--- src/rtl/ws281x_pkg.sv ---
// Shared WS281X definitions: pixel word type, default bit/latch timing and
// the encoder state encoding. The splitter on the receive side reuses the
// same timing constants to place its sampling point.
package ws281x_pkg;

   localparam int PIXEL_BITS = 24;

   typedef logic [PIXEL_BITS-1:0] pixel_t;

   // Default timing at 50 MHz: 0.24us high, 0.38us data, 0.62us low, 50us latch
   localparam int T_HIGH       = 12;
   localparam int T_DATA       = 19;
   localparam int T_LOW        = 31;
   localparam int LATCH_CYCLES = 2500;

   // Encoder state encoding
   localparam logic [2:0] ST_IDLE  = 3'd0;
   localparam logic [2:0] ST_HIGH  = 3'd1;
   localparam logic [2:0] ST_DATA  = 3'd2;
   localparam logic [2:0] ST_LOW   = 3'd3;
   localparam logic [2:0] ST_LATCH = 3'd4;

   // Width of the shared phase counter; the latch is the longest phase, so
   // every bit phase no longer than the latch fits without truncation.
   function automatic int phase_width(input int latch_cycles);
      return (latch_cycles > 1) ? $clog2(latch_cycles) : 1;
   endfunction

endpackage

--- src/rtl/ws281x_bit_timer.sv ---
// Phase sequencer for one WS281X bit (HIGH -> DATA -> LOW) plus the latch
// period. One counter is shared by all phases. The owner requests a new bit
// with 'start'; the request is honoured while idle, at the last LOW cycle
// (back-to-back bits) and at the last LATCH cycle (a queued pixel begins
// immediately after the latch without an idle cycle).
module ws281x_bit_timer #(
   parameter int T_HIGH       = ws281x_pkg::T_HIGH,
   parameter int T_DATA       = ws281x_pkg::T_DATA,
   parameter int T_LOW        = ws281x_pkg::T_LOW,
   parameter int LATCH_CYCLES = ws281x_pkg::LATCH_CYCLES
) (
   input  logic       clk,
   input  logic       rst_n,
   input  logic       start,
   input  logic       bit_value,
   output logic       dout,
   output logic       bit_end,
   output logic       latch_end,
   output logic [2:0] state
);
   import ws281x_pkg::*;

   localparam int CW = phase_width(LATCH_CYCLES);

   localparam logic [CW-1:0] HIGH_LAST  = CW'(T_HIGH - 1);
   localparam logic [CW-1:0] DATA_LAST  = CW'(T_DATA - 1);
   localparam logic [CW-1:0] LOW_LAST   = CW'(T_LOW - 1);
   localparam logic [CW-1:0] LATCH_LAST = CW'(LATCH_CYCLES - 1);

   logic [2:0]    state_reg, state_next;
   logic [CW-1:0] phase_reg, phase_next;
   logic          dout_reg, dout_next;
   logic          phase_last;

   // Detect the final cycle of whichever phase is running
   always_comb begin
      phase_last = 1'b0;
      case (state_reg)
         ST_HIGH:  phase_last = (phase_reg == HIGH_LAST);
         ST_DATA:  phase_last = (phase_reg == DATA_LAST);
         ST_LOW:   phase_last = (phase_reg == LOW_LAST);
         ST_LATCH: phase_last = (phase_reg == LATCH_LAST);
         default:  phase_last = 1'b0;
      endcase
   end

   // Next phase/counter; Dout is derived from the state being entered so the
   // registered output lines up exactly with the state register
   always_comb begin
      state_next = state_reg;
      phase_next = phase_reg + CW'(1);
      case (state_reg)
         ST_IDLE: begin
            phase_next = '0;
            if (start) state_next = ST_HIGH;
         end
         ST_HIGH: begin
            if (phase_last) begin
               state_next = ST_DATA;
               phase_next = '0;
            end
         end
         ST_DATA: begin
            if (phase_last) begin
               state_next = ST_LOW;
               phase_next = '0;
            end
         end
         ST_LOW: begin
            if (phase_last) begin
               state_next = start ? ST_HIGH : ST_LATCH;
               phase_next = '0;
            end
         end
         ST_LATCH: begin
            if (phase_last) begin
               state_next = start ? ST_HIGH : ST_IDLE;
               phase_next = '0;
            end
         end
         default: begin
            state_next = ST_IDLE;
            phase_next = '0;
         end
      endcase
      dout_next = (state_next == ST_HIGH) || ((state_next == ST_DATA) && bit_value);
   end

   // State, phase counter and line driver; reset forces the line low at once
   always_ff @(posedge clk or negedge rst_n) begin
      if (!rst_n) begin
         state_reg <= ST_IDLE;
         phase_reg <= '0;
         dout_reg  <= 1'b0;
      end else begin
         state_reg <= state_next;
         phase_reg <= phase_next;
         dout_reg  <= dout_next;
      end
   end

   assign dout      = dout_reg;
   assign state     = state_reg;
   assign bit_end   = (state_reg == ST_LOW) && phase_last;
   assign latch_end = (state_reg == ST_LATCH) && phase_last;

endmodule

--- src/rtl/ws281x_encoder.sv ---
// WS281X serialiser: a one-word holding register decouples the pixel source
// from the shift register so consecutive pixels go out without a gap. When
// the holding register is empty at the end of a pixel the line is held low
// for the latch period so the LED chain displays the frame.
module ws281x_encoder #(
   parameter int T_HIGH       = ws281x_pkg::T_HIGH,
   parameter int T_DATA       = ws281x_pkg::T_DATA,
   parameter int T_LOW        = ws281x_pkg::T_LOW,
   parameter int LATCH_CYCLES = ws281x_pkg::LATCH_CYCLES
) (
   input  logic                              Clock,
   input  logic                              Reset_n,
   input  logic [ws281x_pkg::PIXEL_BITS-1:0] PixelIn,
   input  logic                              PixelValid,
   output logic                              Ready,
   output logic                              Dout,
   output logic                              Busy,
   output logic                              Latching,
   output logic                              PixelDone
);
   import ws281x_pkg::*;

   localparam logic [4:0] BIT_FIRST = 5'(PIXEL_BITS - 1);

   pixel_t     hold_reg;
   logic       hold_full_reg;
   pixel_t     shift_reg;
   logic [4:0] bit_reg;
   logic       ready_en_reg;

   logic       accept;
   logic       start_ok;
   logic       load;
   logic       next_bit;
   logic       bit_end;
   logic       latch_end;
   logic [2:0] state;

   // Points where a fresh pixel may begin: idle, end of the latch, or the
   // last LOW cycle of bit 0. Underrun is judged on hold_full_reg before the
   // edge, so a word arriving on that very edge still waits out the latch.
   assign start_ok = (state == ST_IDLE) || latch_end || (bit_end && (bit_reg == 5'd0));
   assign load     = hold_full_reg && start_ok;
   assign next_bit = bit_end && (bit_reg != 5'd0);
   assign accept   = PixelValid && Ready;

   ws281x_bit_timer #(
      .T_HIGH       (T_HIGH),
      .T_DATA       (T_DATA),
      .T_LOW        (T_LOW),
      .LATCH_CYCLES (LATCH_CYCLES)
   ) u_bit_timer (
      .clk       (Clock),
      .rst_n     (Reset_n),
      .start     (load || next_bit),
      .bit_value (shift_reg[PIXEL_BITS-1]),
      .dout      (Dout),
      .bit_end   (bit_end),
      .latch_end (latch_end),
      .state     (state)
   );

   // Keep Ready low while reset is held and for no longer than that
   always_ff @(posedge Clock or negedge Reset_n) begin
      if (!Reset_n) ready_en_reg <= 1'b0;
      else          ready_en_reg <= 1'b1;
   end

   // Holding register: filled on handshake, emptied when moved to the shifter
   always_ff @(posedge Clock or negedge Reset_n) begin
      if (!Reset_n) begin
         hold_reg      <= '0;
         hold_full_reg <= 1'b0;
      end else if (accept) begin
         hold_reg      <= PixelIn;
         hold_full_reg <= 1'b1;
      end else if (load) begin
         hold_full_reg <= 1'b0;
      end
   end

   // Shift register and bit index; MSB is always the bit on the wire
   always_ff @(posedge Clock or negedge Reset_n) begin
      if (!Reset_n) begin
         shift_reg <= '0;
         bit_reg   <= 5'd0;
      end else if (load) begin
         shift_reg <= hold_reg;
         bit_reg   <= BIT_FIRST;
      end else if (next_bit) begin
         shift_reg <= {shift_reg[PIXEL_BITS-2:0], 1'b0};
         bit_reg   <= bit_reg - 5'd1;
      end
   end

   assign Ready     = ready_en_reg && !hold_full_reg;
   assign Busy      = (state != ST_IDLE);
   assign Latching  = (state == ST_LATCH);
   assign PixelDone = bit_end && (bit_reg == 5'd0);

endmodule
--- config.mk ---
export PLATFORM = sky130hd
export DESIGN_NAME = ws281x_encoder
export DESIGN_NICKNAME = d
export VERILOG_FILES = /design/src/rtl/ws281x_pkg.sv /design/src/rtl/ws281x_bit_timer.sv /design/src/rtl/ws281x_encoder.sv
export SDC_FILE = /design/constraint.sdc
export NUM_CORES = 1
export LEC_CHECK = 0
export ABC_AREA = 1
export CAP_MARGIN = 0
export CORE_MARGIN = 4
export CORE_UTILIZATION = 25
export DETAILED_ROUTE_END_ITERATION = 8
export SETUP_SLACK_MARGIN = 0.2
export SYNTH_ARGS = -nofsm -noshare
export SYNTH_HDL_FRONTEND = slang
export SYNTH_SLANG_ARGS = --single-unit
--- constraint.sdc ---
create_clock -name Clock -period 4.3 [get_ports Clock]
set_input_delay 1.29 -clock Clock [delete_from_list [all_inputs] [get_ports Clock]]
set_output_delay 1.29 -clock Clock [all_outputs]
set_load 0.005 [all_outputs]
==> results.txt <==
For this run, the detailed router's first-pass iteration total came to 4. The final cell area excluding filler cells is 4200 um^2. The total via count after detailed routing is between 2000 and 2500. The run finished with clean final reports.

Setup slack on the critical path of the routed design comes to approximately 0.6 ns. The most used cell along the critical path is sky130_fd_sc_hd__nand2_1. In this run the most critical hold path is launched from u_bit_timer.phase_reg[0].

A synthesized cell averages just over 10 um^2. The post-detailed-route count of antenna-violating nets came out at 0. In the global route stage, met2 resource usage came out at 0.135. The clock net in this run drives a total of 71 sinks.

The antenna diode count came out at 0. The worst endpoint data arrival time is 2.40 ns. The number of antenna violations at the first check in global routing came out at 0.

The met3 track utilization from global routing came out at 0.0241. The first-pass GRT wire length is 11400 um. The number of standard-cell rows in the floorplan came out at 42.

The largest single stage delay on the critical path is roughly 0.56 ns. The initial detailed-routing violation count came out at roughly 130. The number of gates resized after CTS is 0. From bottom edge to top edge, the die measures roughly 130 um.

The cts-stage hold buffer count is 0. The clock arrives with ~0.0095 ns of skew. The post-synth design cell area is ~3500 um^2. The largest total area in the synthesized netlist belongs to sky130_fd_sc_hd__dfrtp_1. Broken down by cell family, the worst path's largest delay share belongs to simple AND/OR/NAND/NOR gates. The routed design has approximately 6500 um of wire. The area growth from synthesis to layout came out at 21.0%. Traced cell by cell, the critical path runs through inv_2 -> nand3_2 -> nand2_1 -> nand2_1 -> nand3_1 -> nor2_1 -> nand4_1 -> inv_1 -> clkdlybuf4s50_1. The max-capacitance violation count came out at 0. The placeable core area came out at between 10000 and 15000 um^2. The area share of the leading cell type in the synthesized netlist is 0.512. Setup repair after global routing left no endpoint under its margin.

The detailed-route wire length per cell is 11.8 um. In this run the critical register-to-register path is launched from u_bit_timer.state[1]. The most used routing layer is met2. The commonest cells after synthesis are 71 x sky130_fd_sc_hd__dfrtp_1, 58 x sky130_fd_sc_hd__nand2_1, 51 x sky130_fd_sc_hd__inv_1. The share of the Yosys chip area taken by registers is 0.512. The final HPWL from detailed placement is roughly 4500 um. In this run the clock root is driven by a sky130_fd_sc_hd__clkbuf_16. The horizontal die dimension came out at roughly 130 um. Tracing the worst setup path back leads to its startpoint at u_bit_timer.state[2]. The clock latency at the later pin of the worst-skew pair is 0.33 ns. The H-tree generated during clock tree synthesis spans 3 levels.

The net total in the final layout is roughly 400. For this run, the number of Yosys warnings is 0. The area of all sequential standard cells came out at 1780 um^2. The overall global routing resource usage came out at 0.0865. The CTS buffer count came out at 9. TritonCTS built the clock tree.

Yosys attributes the largest share of cell area to sky130_fd_sc_hd__dfrtp_1 51%, sky130_fd_sc_hd__o221ai_2 7.8%, sky130_fd_sc_hd__mux2_2 7.5%. Clock-pin slew was measured on the worst setup and hold paths at roughly 0.06 ns. For met1 alone, demand over resource in global routing was 0.116. The number of flops mapped to enable cells by yosys came out at 0.

The area of the multi-input gates came out at 1380 um^2. The total count of max-transition violations in the final report is 0. Fill cells in the final layout number between 1000 and 1500. The synthesized instance count is about 340.

The most used flip-flop cell after synthesis is sky130_fd_sc_hd__dfrtp_1. Counting both buffers and inverters, the worst setup path holds a total of 3. The placement-stage worst setup slack came out at ~0.97 ns. Routability-driven placement finished with a final weighted congestion of around 0.86. The tightest min-delay check is of the register to register type. Synthesis instantiated 40 different standard cells from the library. The number of failing hold endpoints at the final stage came to 0. For this run the aggregate overflow at the end of global routing stands at 0. Synthesis produced a netlist with a net count of about 370. The peak supply drop came out at between 0.15 and 0.2 mV. For this run, the top clock speed supported by timing is 0.271 GHz. The buffer depth of the longest clock path came out at 2. The worst setup path is launched from a register. The number of post-CTS setup repair buffers came out at 0.

The per-cell via count in the routed design is 4.33. The fraction of layout instances using a drive strength above 1 is 0.227. The via count of the first global-routing pass is 2412. The number of I/O port buffers is 31. The worst slack on hold paths came out at approximately 0.46 ns.

The power density relative to cell area came out at roughly 400 nW/um^2. The largest net degree at the start of global routing came out at 61. Across all register-to-register paths, the minimum setup slack is approximately 1.6 ns. The synthesized design contains 71 register bits. The minimum clock period after layout came out at roughly 3.7 ns. The setup-violating endpoint count in the final report came out at 0. After detailed routing, the number of remaining DRC violations is 0. Among all stages on the critical path, the largest delay is contributed by sky130_fd_sc_hd__dfrtp_1. The worst setup path is captured at an output pin. The post-placement cell area is 3910 um^2. Dividing the final minimum period by the clock period gives 0.858. The share of async-settable or async-resettable flops after synthesis is 1.00. The static leakage is between 1.5 and 2 nW.

The transition time at the pin with the least slew margin is ~1.1 ns. STA puts the critical path data required time at 3.01 ns. The critical-path maximum fanout is 10. The final sum of negative setup slack is 0 ns. The most common cell in the synthesized netlist is sky130_fd_sc_hd__dfrtp_1. The worst-case headroom to the max-slew limit is 0.244. In this run the count of I/O pins placed on the die edge is 32. The die footprint is ~16000 um^2. The type of the setup path with the least slack is register to output pin.

The initial utilization of the core area, before any placement, comes to 0.259.
## final timing paths
| check | end | cells past startpoint |
|---|---|---|
| worst max-delay path | PixelDone | 9 |
| worst min-delay path | u_bit_timer.phase_reg[0] | 1 |
| worst max register to register | u_bit_timer.dout | 15 |
| worst min register to register | u_bit_timer.phase_reg[0] | 1 |
| max in group asynchronous | shift_reg[4] | 2 |
| min in group asynchronous | u_bit_timer.dout | 1 |
## kinds of logic after synthesis
kind of cell    Yosys count  share of synthesized area
simple gates            127                      0.178
flops                    71                      0.512
buf+inv                  69                     0.0901
compound gates           41                      0.127
mux                      23                     0.0746
xor+xnor                  4                     0.0101
fa+ha+maj                 2                    0.00720
other cells               1                    0.00108
## cell type report
cell class	count	area share
Sequential cell	71	0.423
Multi-Input combinational cell	198	0.329
Timing Repair Buffer	32	0.0744
Clock buffer	10	0.0569
Tap cell	176	0.0524
Inverter	58	0.0518
Clock inverter	6	0.0122
## worst register-to-register path, delay by kind of cell (launching register included)
family          cells  cell delay [ns]
flops               1             0.55
buf+inv             3             0.69
compound gates      1             0.23
simple gates       11             1.16
## stage by stage
stage	power [mW]	utilization	instances
after floorplan	0.911	-	338
after global placement	0.972	0.292	535
after detailed placement	0.985	0.292	535
after CTS	1.71	0.314	551
after global routing	1.76	0.314	551
final	1.68	0.314	551
## power by group
part | internal (mW) | switching [mW] | leakage (nW)
Combinational | 0.0951 | 0.0473 | 0.784
Clock | 0.413 | 0.296 | 0.140
Sequential | 0.770 | 0.0547 | 0.887
Total | 1.28 | 0.398 | 1.81
## cells in the final DEF, fill, tap and decap left out, drive strengths merged, types with 3 or more instances in the layout
cell type      synthesis  final
nor2                  30     30
nor3                   6      6
o221ai                22     22
nand4                  9      9
mux2                  23     23
clkdlybuf4s50          0     30
nand3                 12     12
inv                   58     60
dfrtp                 71     71
o21ai                  6      6
a21oi                  5      5
clkinv                 0      3
clkbuf                 2     10
xor2                   3      3
nand2                 67     67
## layer usage
layer,part of all wire,vias to the layer above
met1,0.49,1133
li1,-,1190
met3,0.038,11
met2,0.46,51
met5,0,-
met4,0.014,0
Power figures use the tool's default switching activity.
